## src/rtl/resolution_overlay_pkg.sv

```systemverilog
// resolution_overlay_pkg: shared widths, colour defaults and FSM state type for the resolution overlay.
package resolution_overlay_pkg;
   localparam int          RESLINE_SIZE = 136;
   localparam logic [23:0] OVL_FG       = 24'hFFFFFF;
   localparam logic [23:0] OVL_BG       = 24'h000000;
   typedef enum logic [1:0] {IDLE, ARMED, SHIFT, DONE} ovl_state_e;
endpackage

```

## src/rtl/resolution_overlay.sv

```systemverilog
// resolution_overlay: fetches one glyph row per video line and serializes it MSB-first
// onto the pixel stream inside a fixed screen window, with one clock of latency.
module resolution_overlay
   import resolution_overlay_pkg::*;
#(
   parameter int          X_POS      = 64,
   parameter int          Y_POS      = 32,
   parameter int          LINE_WIDTH = RESLINE_SIZE,
   parameter int          ROWS       = 16,
   parameter int          SCALE_LOG2 = 0,
   parameter logic [23:0] FG_COLOR   = OVL_FG,
   parameter logic [23:0] BG_COLOR   = OVL_BG,
   parameter bit          OPAQUE     = 1'b0
) (
   input  logic                  clock,
   input  logic                  reset,
   input  logic                  overlay_en,
   input  logic [11:0]           hcount,
   input  logic [11:0]           vcount,
   input  logic                  de_in,
   input  logic                  hsync_in,
   input  logic                  vsync_in,
   input  logic [23:0]           rgb_in,
   output logic [3:0]            rom_addr,
   input  logic [LINE_WIDTH-1:0] rom_q,
   output logic                  de_out,
   output logic                  hsync_out,
   output logic                  vsync_out,
   output logic [23:0]           rgb_out
);
   localparam int         BW      = $clog2(LINE_WIDTH);
   localparam int         Y_END   = Y_POS + (ROWS << SCALE_LOG2);
   localparam logic [1:0] SUB_MAX = 2'((1 << SCALE_LOG2) - 1);
   ovl_state_e            state_q;
   logic                  row_active_q, row_active_d;
   logic [3:0]            rom_addr_q, rom_addr_d;
   logic [LINE_WIDTH-1:0] shift_q;
   logic [BW-1:0]         bit_cnt_q;
   logic [1:0]            sub_cnt_q;
   logic [23:0]           rgb_q, rgb_d;
   logic                  de_q, hsync_q, vsync_q;
   logic [11:0]           vrel;
   logic                  line_start, drawing;
   always_comb begin
      line_start   = hcount == 12'd0;
      vrel         = vcount - 12'(Y_POS);
      row_active_d = overlay_en && vcount >= 12'(Y_POS) && {1'b0, vcount} < 13'(Y_END);
      rom_addr_d   = vrel[SCALE_LOG2 +: 4];
      // column 0 is never an overlay column, so a row truncated by line wrap stops drawing there
      drawing      = state_q == SHIFT && !line_start;
      rgb_d        = !drawing ? rgb_in : shift_q[LINE_WIDTH-1] ? FG_COLOR : OPAQUE ? BG_COLOR : rgb_in;
   end
   always_ff @(posedge clock) begin
      if (reset) begin
         state_q      <= IDLE;
         row_active_q <= 1'b0;
         rom_addr_q   <= '0;
         shift_q      <= '0;
         bit_cnt_q    <= '0;
         sub_cnt_q    <= '0;
         rgb_q        <= '0;
         de_q         <= 1'b0;
         hsync_q      <= 1'b0;
         vsync_q      <= 1'b0;
      end else begin
         rgb_q   <= rgb_d;
         de_q    <= de_in;
         hsync_q <= hsync_in;
         vsync_q <= vsync_in;
         if (line_start) begin
            row_active_q <= row_active_d;
            if (row_active_d) rom_addr_q <= rom_addr_d;
            state_q <= row_active_d ? ARMED : IDLE;
         end else begin
            case (state_q)
               ARMED: if (row_active_q && hcount == 12'(X_POS - 1)) begin
                  shift_q   <= rom_q;
                  bit_cnt_q <= BW'(LINE_WIDTH - 1);
                  sub_cnt_q <= '0;
                  state_q   <= SHIFT;
               end
               SHIFT: begin
                  sub_cnt_q <= sub_cnt_q + 2'd1;
                  if (sub_cnt_q == SUB_MAX) begin
                     sub_cnt_q <= '0;
                     shift_q   <= shift_q << 1;
                     bit_cnt_q <= bit_cnt_q - 1'b1;
                     if (bit_cnt_q == '0) state_q <= DONE;
                  end
               end
               default: ;
            endcase
         end
      end
   end
   assign rom_addr  = rom_addr_q;
   assign rgb_out   = rgb_q;
   assign de_out    = de_q;
   assign hsync_out = hsync_q;
   assign vsync_out = vsync_q;
endmodule
```

## config.mk

```make
export PLATFORM = sky130hd
export DESIGN_NAME = resolution_overlay
export DESIGN_NICKNAME = d
export VERILOG_FILES = /design/src/rtl/resolution_overlay_pkg.sv /design/src/rtl/resolution_overlay.sv
export SDC_FILE = /design/constraint.sdc
export NUM_CORES = 1
export LEC_CHECK = 0
export CORE_MARGIN = 5
export CORE_UTILIZATION = 44
export CTS_BUF_LIST = sky130_fd_sc_hd__clkbuf_4 sky130_fd_sc_hd__clkbuf_8 sky130_fd_sc_hd__clkbuf_16
export DETAILED_ROUTE_END_ITERATION = 6
export PLACE_DENSITY = 0.76
export SYNTH_ARGS = -nofsm -noshare
export SYNTH_HDL_FRONTEND = slang
export SYNTH_SLANG_ARGS = --single-unit
```

## constraint.sdc

```tcl
create_clock -name clock -period 2.1 [get_ports clock]
set_input_delay 0.21 -clock clock [delete_from_list [all_inputs] [get_ports clock]]
set_output_delay 0.21 -clock clock [all_outputs]
set_load 0.05 [all_outputs]
```

==> flow_summary.ini, run 1 <==
[timing]
drv_slew = 0
setup_violations = 0
max_slew_margin = 0.584
clock.fmax_ghz = 0.524
layout_min_cycle_time_ns = 1.91
final_hold_viol_count = 0
fin_ws_ns = 0.191
rsz0062_at_grt = no
setup_tns_ns = 0
min_period_over_period = 0.909
tightest_slew_ns = 0.624
skew_ns = 0.00789

[yosys]
synth_simple_gate_area_frac = 0.0402
synthDistinctLibCells = 37
synth_fp_nets = 1043
yosys_warnings = 0
synth_compound_area_frac = 0.291
synth-adder-area-share = 0.00894
ys_seq_area_frac = 0.429
avgSynthCellArea_um2 = 9.92
ys_seq_elements = 180
synth_top_family_by_area = compound AO/OA/AOI/OAI gates
synth_mux_area_frac = 0.161
synth_xor_area_frac = 0
netlist_instances = 847
synth_area_um2 = 8400

[min_path]
min_from = reset
min_path_type = input pin to register
hold_depth = 2
hold_end = shift_q[65]$_SDFFE_PP0P_

[floorplanning]
start_util = 0.448
die_w_um = 148
std_cell_rows = 50
dieArea_um2 = 22000
core-area_um2 = 18800
boundaryPins = 221
die_y_um = 148

[finish]
multi_input_area_um2 = 4240
area_delta_synth_final_pct = 38.1
final_cell_area_um2 = 11600
fin_nets = 1217
final_layout_size_suffix_gt1_frac = 0.115
regArea_um2 = 3600
fillerInstances = 1544
layoutNonFillerInstCount = 1268
antennaDiodeCount = 0

[global_route]
grt_usage = 0.203
grt_pass1_wl_mm = 37.3
antenna_found_initial = 0
grt_overflow = 0
grt_pass1_vias = 7364
grt_start_max_net_pins = 83

[detailed_routing]
wl_per_cell_um = 18.4
viasPerCell = 5.91
totalWireLength_mm = 23.4
vias = 7495
first_iter_violations = 444
drc = 0
ant_nets = 0
firstDrtPassIters = 5

[placed_design]
place_congestion = 0.800
pre_cts_ws_ns = -0.125
placed_cells = 1236
port_buffers = 220
placed_cell_area_um2 = 11000
hpwl_mm = 15.5

[worst_setup_path]
crit_required_ns = 2.43
r2r_end = shift_q[108]$_SDFFE_PP0P_
r2r_start = state_q[1]$_SDFFE_PP0P_
reg2reg_slack_ns = 0.19
setup.worst_path.end_class = register
worstSetupStartpointType = register
worstPathMaxFanout = 13
crit_type = register to register
critPathArrivalTime_ns = 2.24
reg2regPathDepth = 9

[power_and_ir_drop]
internal-power_mw = 10.0
p_clk_frac = 0.205
p_seq_frac = 0.340
ir_worst_vdd_v = 0.000729
swShare = 0.375
leakage_nw = 3.83
p_total_mw = 16.1
power_density_nw_per_um2 = 1390
combPwrFrac = 0.455
power_switching_mw = 6.03

[clocking]
root_buffer = clkbuf_16
clk_path_buf_depth = 2
h-tree-depth = 4
clock_sinks = 180
clk_pin_slew_ns = 0.07
cts_resized = 0
postCtsHoldBufs = 0
postCtsSetupBuffers = 0
cts_tree = built
numCtsBuffers = 17
insertion_delay_ns = 0.43

[run]
max-cap-violations = 0

[status]
status = finished, final reports clean
-- flip-flops by register name, summed over array words and instances, names as in the netlist --
name	cells
bit_cnt_q	8
de_out	1
hsync_out	1
rgb_out	24
rom_addr	4
row_active_q	1
shift_q	136
state_q	2
sub_cnt_q	2
vsync_out	1
-- logic make-up (layout without fill, tap and decap cells) --
family / Yosys count / count (layout)
buffers and inverters: 138 / 325
AO/OA/AOI/OAI: 332 / 332
adder cells (fa/ha/maj): 6 / 6
AND/OR/NAND/NOR: 56 / 56
flip-flops: 180 / 180
multiplexers: 135 / 135
-- per-stage QoR --
stage                util  hold slack [ns]
floorplan               -            0.338
global placement    0.585            0.461
detailed placement  0.585            0.466
CTS                 0.618            0.223
global route        0.618            0.246
finish              0.618            0.228
-- synth_stat cells --
| library cell | number | area [µm²] |
|---|---|---|
| dfxtp_1 | 180 | 3600 |
| o41ai_1 | 1 | 8.76 |
| a32o_1 | 4 | 40.0 |
| a221oi_1 | 1 | 8.76 |
| nor2b_1 | 6 | 37.5 |
| ha_1 | 6 | 75.1 |
| a31oi_1 | 137 | 857 |
| buf_4 | 1 | 7.51 |
| or2_2 | 1 | 6.26 |
| buf_1 | 8 | 30.0 |
| a211oi_2 | 40 | 500 |
| a21oi_1 | 32 | 160 |
| o21ai_0 | 7 | 35.0 |
| buf_2 | 22 | 110 |
| a311oi_1 | 3 | 26.3 |
| nand2_1 | 6 | 22.5 |
| or4_1 | 2 | 15.0 |
| mux2i_1 | 135 | 1350 |
| buf_6 | 5 | 56.3 |
| and4_1 | 5 | 43.8 |
| nand4_1 | 8 | 50.1 |
| and3_1 | 1 | 6.26 |
| clkbuf_1 | 70 | 263 |
| a211oi_1 | 97 | 728 |
| or3_1 | 2 | 12.5 |
| nand2b_1 | 2 | 12.5 |
| nor4_4 | 1 | 21.3 |
| a41o_1 | 1 | 10.0 |
| nand3_1 | 6 | 30.0 |
| nor2_1 | 6 | 22.5 |
| nor4_1 | 5 | 31.3 |
| a41oi_1 | 3 | 26.3 |
| inv_1 | 32 | 120 |
| o31ai_1 | 5 | 37.5 |
| a22oi_1 | 1 | 7.51 |
| nor3_1 | 4 | 20.0 |
| and2_1 | 1 | 6.26 |
-- layout by cell type, fill, tap and decap left out, types with 7 or more instances in the layout --
cell type / Yosys / final
mux2i_1: 135 / 135
a31oi_1: 137 / 137
inv_1: 32 / 32
buf_4: 1 / 24
nand4_1: 8 / 8
clkbuf_16: 0 / 17
a21oi_1: 32 / 32
buf_12: 0 / 17
dfxtp_1: 180 / 180
clkdlybuf4s50_1: 0 / 219
o21ai_0: 7 / 7
a211oi_2: 40 / 40
a211oi_1: 97 / 97
-- worst max-delay path by stage --
stage               slack, ns  depth (start not counted)                     from                        end
global route             0.04                          9  state_q[1]$_SDFFE_PP0P_   shift_q[70]$_SDFFE_PP0P_
global placement        -0.05                          7                hcount[9]  sub_cnt_q[0]$_SDFFE_PP0P_
detailed placement      -0.13                          7                hcount[9]  bit_cnt_q[2]$_SDFFE_PP0P_
floorplan                0.11                         10  state_q[0]$_SDFFE_PP0P_   shift_q[15]$_SDFFE_PP0P_
finish                   0.19                          9  state_q[1]$_SDFFE_PP0P_  shift_q[108]$_SDFFE_PP0P_
CTS                      0.17                          9  state_q[1]$_SDFFE_PP0P_   shift_q[93]$_SDFFE_PP0P_
-- area by class of cell --
| type | count | share of cell area |
|---|---|---|
| inverters | 32 | 0.0104 |
| repair buffers | 261 | 0.235 |
| multi-input cells | 529 | 0.366 |
| flip-flops and latches | 180 | 0.311 |
| clock buffers | 17 | 0.0367 |
| clock inverters | 15 | 0.0164 |
| well taps | 234 | 0.0252 |
-- power by group through the flow --
stage	Combinational, mW	Clock, mW	Sequential (mW)
5_1_grt	7.95	3.51	5.62
4_1_cts	7.35	3.34	5.46
3_3_place_gp	7.12	0	5.48
3_5_place_dp	7.33	0	5.51
6_report	7.31	3.30	5.47
2_1_floorplan	5.41	0	5.43
-- routing by layer --
metal,GRT usage,vias to the layer above,part of all wire
met2,0.322,259,0.47
met3,0.0387,24,0.061
met4,0.0573,0,0.015
met5,0,-,0
met1,0.284,3578,0.46
li1,-,3634,-
-- critical path: stages (launching register included) --
cell and delay, ns:
dfxtp_1 0.37, inv_1 0.07, ha_1 0.19, nor2b_1 0.14, buf_4 0.14, nor2_1 0.24, nor3_2 0.09, buf_4 0.17
buf_4 0.19, a211oi_1 0.23
(Power assumes the default switching activity.)
==> inputs of run 2 (changes only) <==
Settings changed: ABC_AREA set to 1.
==> flow_summary.ini, run 2 <==
[yosys]
synthDistinctLibCells = 21
synthTopCellsByCount = nand2_1 (490), dfxtp_1 (180), a21oi_1 (168)
synthTopCellsByArea = dfxtp_1 (42%), nand2_1 (22%), a21oi_1 (9.9%)
synth_top_cell_area_share = 0.425
yosys_warnings = 0
netlist_instances = 1304
avgSynthCellArea_um2 = 6.51
synthArstFlopShare = 0
ys_seq_elements = 180
synth_fp_nets = 1500
synth_area_um2 = 8490
synth_top_cell_by_area = dfxtp_1
synth_most_common_cell = nand2_1
ys.flop_type = dfxtp_1
ys_seq_area_frac = 0.425
synth_edf_count = 0

[timing]
max_slew_margin = 0.492
rsz0062_at_grt = no
drv_slew = 0
final_hold_viol_count = 0
layout_min_cycle_time_ns = 1.95
hold_ws_ns = 0.247
tightest_slew_ns = 0.762
min_period_over_period = 0.926
setup_violations = 0
setup_tns_ns = 0
clock.fmax_ghz = 0.514
skew_ns = 0.0122

[finish]
antennaDiodeCount = 0
layout_commonest_cell = nand2_1
final_layout_size_suffix_gt1_frac = 0.0381
regArea_um2 = 3600
layoutNonFillerInstCount = 1731
regMostFlops = shift_q
area_delta_synth_final_pct = 34.0
multi_input_area_um2 = 4080
final_cell_mix = nand2_1 (489), clkdlybuf4s50_1 (219), dfxtp_1 (180)
largest_reg_flops = 136
fin_nets = 1655
final_util = 0.604
fillerInstances = 1779

[detailed_routing]
vias = 8482
drc = 0
wl_per_cell_um = 13.1
first_iter_violations = 667
firstDrtPassIters = 5
ant_nets = 0
totalWireLength_mm = 22.6
viasPerCell = 4.90

[clocking]
insertion_delay_ns = 0.43
postCtsHoldBufs = 0
cts_tree = built
h-tree-depth = 4
clk_path_buf_depth = 2
clk_pin_slew_ns = 0.07
cts_resized = 0
numCtsBuffers = 17
postCtsSetupBuffers = 0
clock_sinks = 180
root_buffer = clkbuf_16

[global_route]
grt_pass1_vias = 7483
grt_overflow = 0
antenna_found_initial = 0
grt_usage = 0.193
grt_pass1_wl_mm = 36.2
grt_start_max_net_pins = 190

[worst_setup_path]
cp.depth = 10
crit_slowest_cell = dfxtp_1
crit_chain = inv_1 -> ha_4 -> inv_4 -> or2_1 -> o21ai_2 -> inv_2 -> nand3_4 -> buf_12 -> nand2_1 -> a21oi_1
crit_family = buffers and inverters
reg2regPathDepth = 10
critPathArrivalTime_ns = 2.30
setup.worst_path.end_class = register
worstPathMaxFanout = 83
max_stage_delay_ns = 0.33
path_buf_inv = 4
crit_type = register to register
worstSetupStartpointType = register
crit_required_ns = 2.45

[placed_design]
placed_cells = 1700
port_buffers = 220
hpwl_mm = 14.3
place_congestion = 0.787

[status]
status = finished, final reports clean

[floorplanning]
start_util = 0.451
boundaryPins = 221
die_w_um = 149
core-area_um2 = 18800
std_cell_rows = 50
die_y_um = 149
dieArea_um2 = 22200

[min_path]
hold_depth = 2
min_path_type = input pin to register

[power_and_ir_drop]
leakage_nw = 4.67
power_density_nw_per_um2 = 1060
ir_worst_vdd_v = 0.000623

[run]
max-cap-violations = 0
==> run 2: area by class of cell <==
| type | instances | area share |
|---|---|---|
| timing repair buffer | 235 | 0.215 |
| sequential | 180 | 0.317 |
| clock buffer | 21 | 0.0411 |
| clock inverter | 10 | 0.00671 |
| inverter | 99 | 0.0329 |
| tap | 260 | 0.0286 |
| multi-input combinational | 926 | 0.359 |
==> run 2: kinds of logic after synthesis <==
logic type / synth area share
flops: 0.425
buf+inv: 0.0989
compound gates: 0.135
simple gates: 0.333
fa+ha+maj: 0.00885
==> run 2: where the power goes <==
part / internal (mW) / leakage [nW] / switching, mW
combinational: 1.62 / 2.94 / 2.54
clock: 1.60 / 0.263 / 1.36
sequential: 4.45 / 1.47 / 0.512
total: 7.67 / 4.67 / 4.41
==> run 2: worst register-to-register path: cells and delay by family (launching register included) <==
family | cells | cell delay [ns]
flip-flops | 1 | 0.33
AND/OR/NAND/NOR | 3 | 0.49
buffers and inverters | 4 | 0.60
adder cells (fa/ha/maj) | 1 | 0.18
AO/OA/AOI/OAI | 2 | 0.28
==> run 2: worst paths after layout <==
| path | startpoint | end | slack, ns |
|---|---|---|---|
| worst max-delay path | state_q[0]$_SDFFE_PP0P_ | shift_q[111]$_SDFFE_PP0P_ | 0.15 |
| worst min-delay path | reset | bit_cnt_q[0]$_SDFFE_PP0P_ | 0.25 |
| worst max register to register | state_q[0]$_SDFFE_PP0P_ | shift_q[111]$_SDFFE_PP0P_ | 0.15 |
| worst min register to register | shift_q[47]$_SDFFE_PP0P_ | shift_q[47]$_SDFFE_PP0P_ | 0.46 |
==> run 2: per-stage QoR <==
stage	area (µm²)	setup WS (ns)	power [mW]
finish	11400	0.155	12.1
global route	11400	0.00677	13.0
CTS	11400	0.169	12.2
detailed placement	10800	0.157	9.17
floorplan	8490	0.378	8.07
global placement	10800	0.185	9.08
==> run 2: layer usage <==
metal	up-vias	share of wire	GRT usage
li1	4450	-	-
met5	-	0	0
met1	3770	0.44	0.267
met3	27	0.068	0.0377
met2	235	0.47	0.308
met4	0	0.015	0.0568
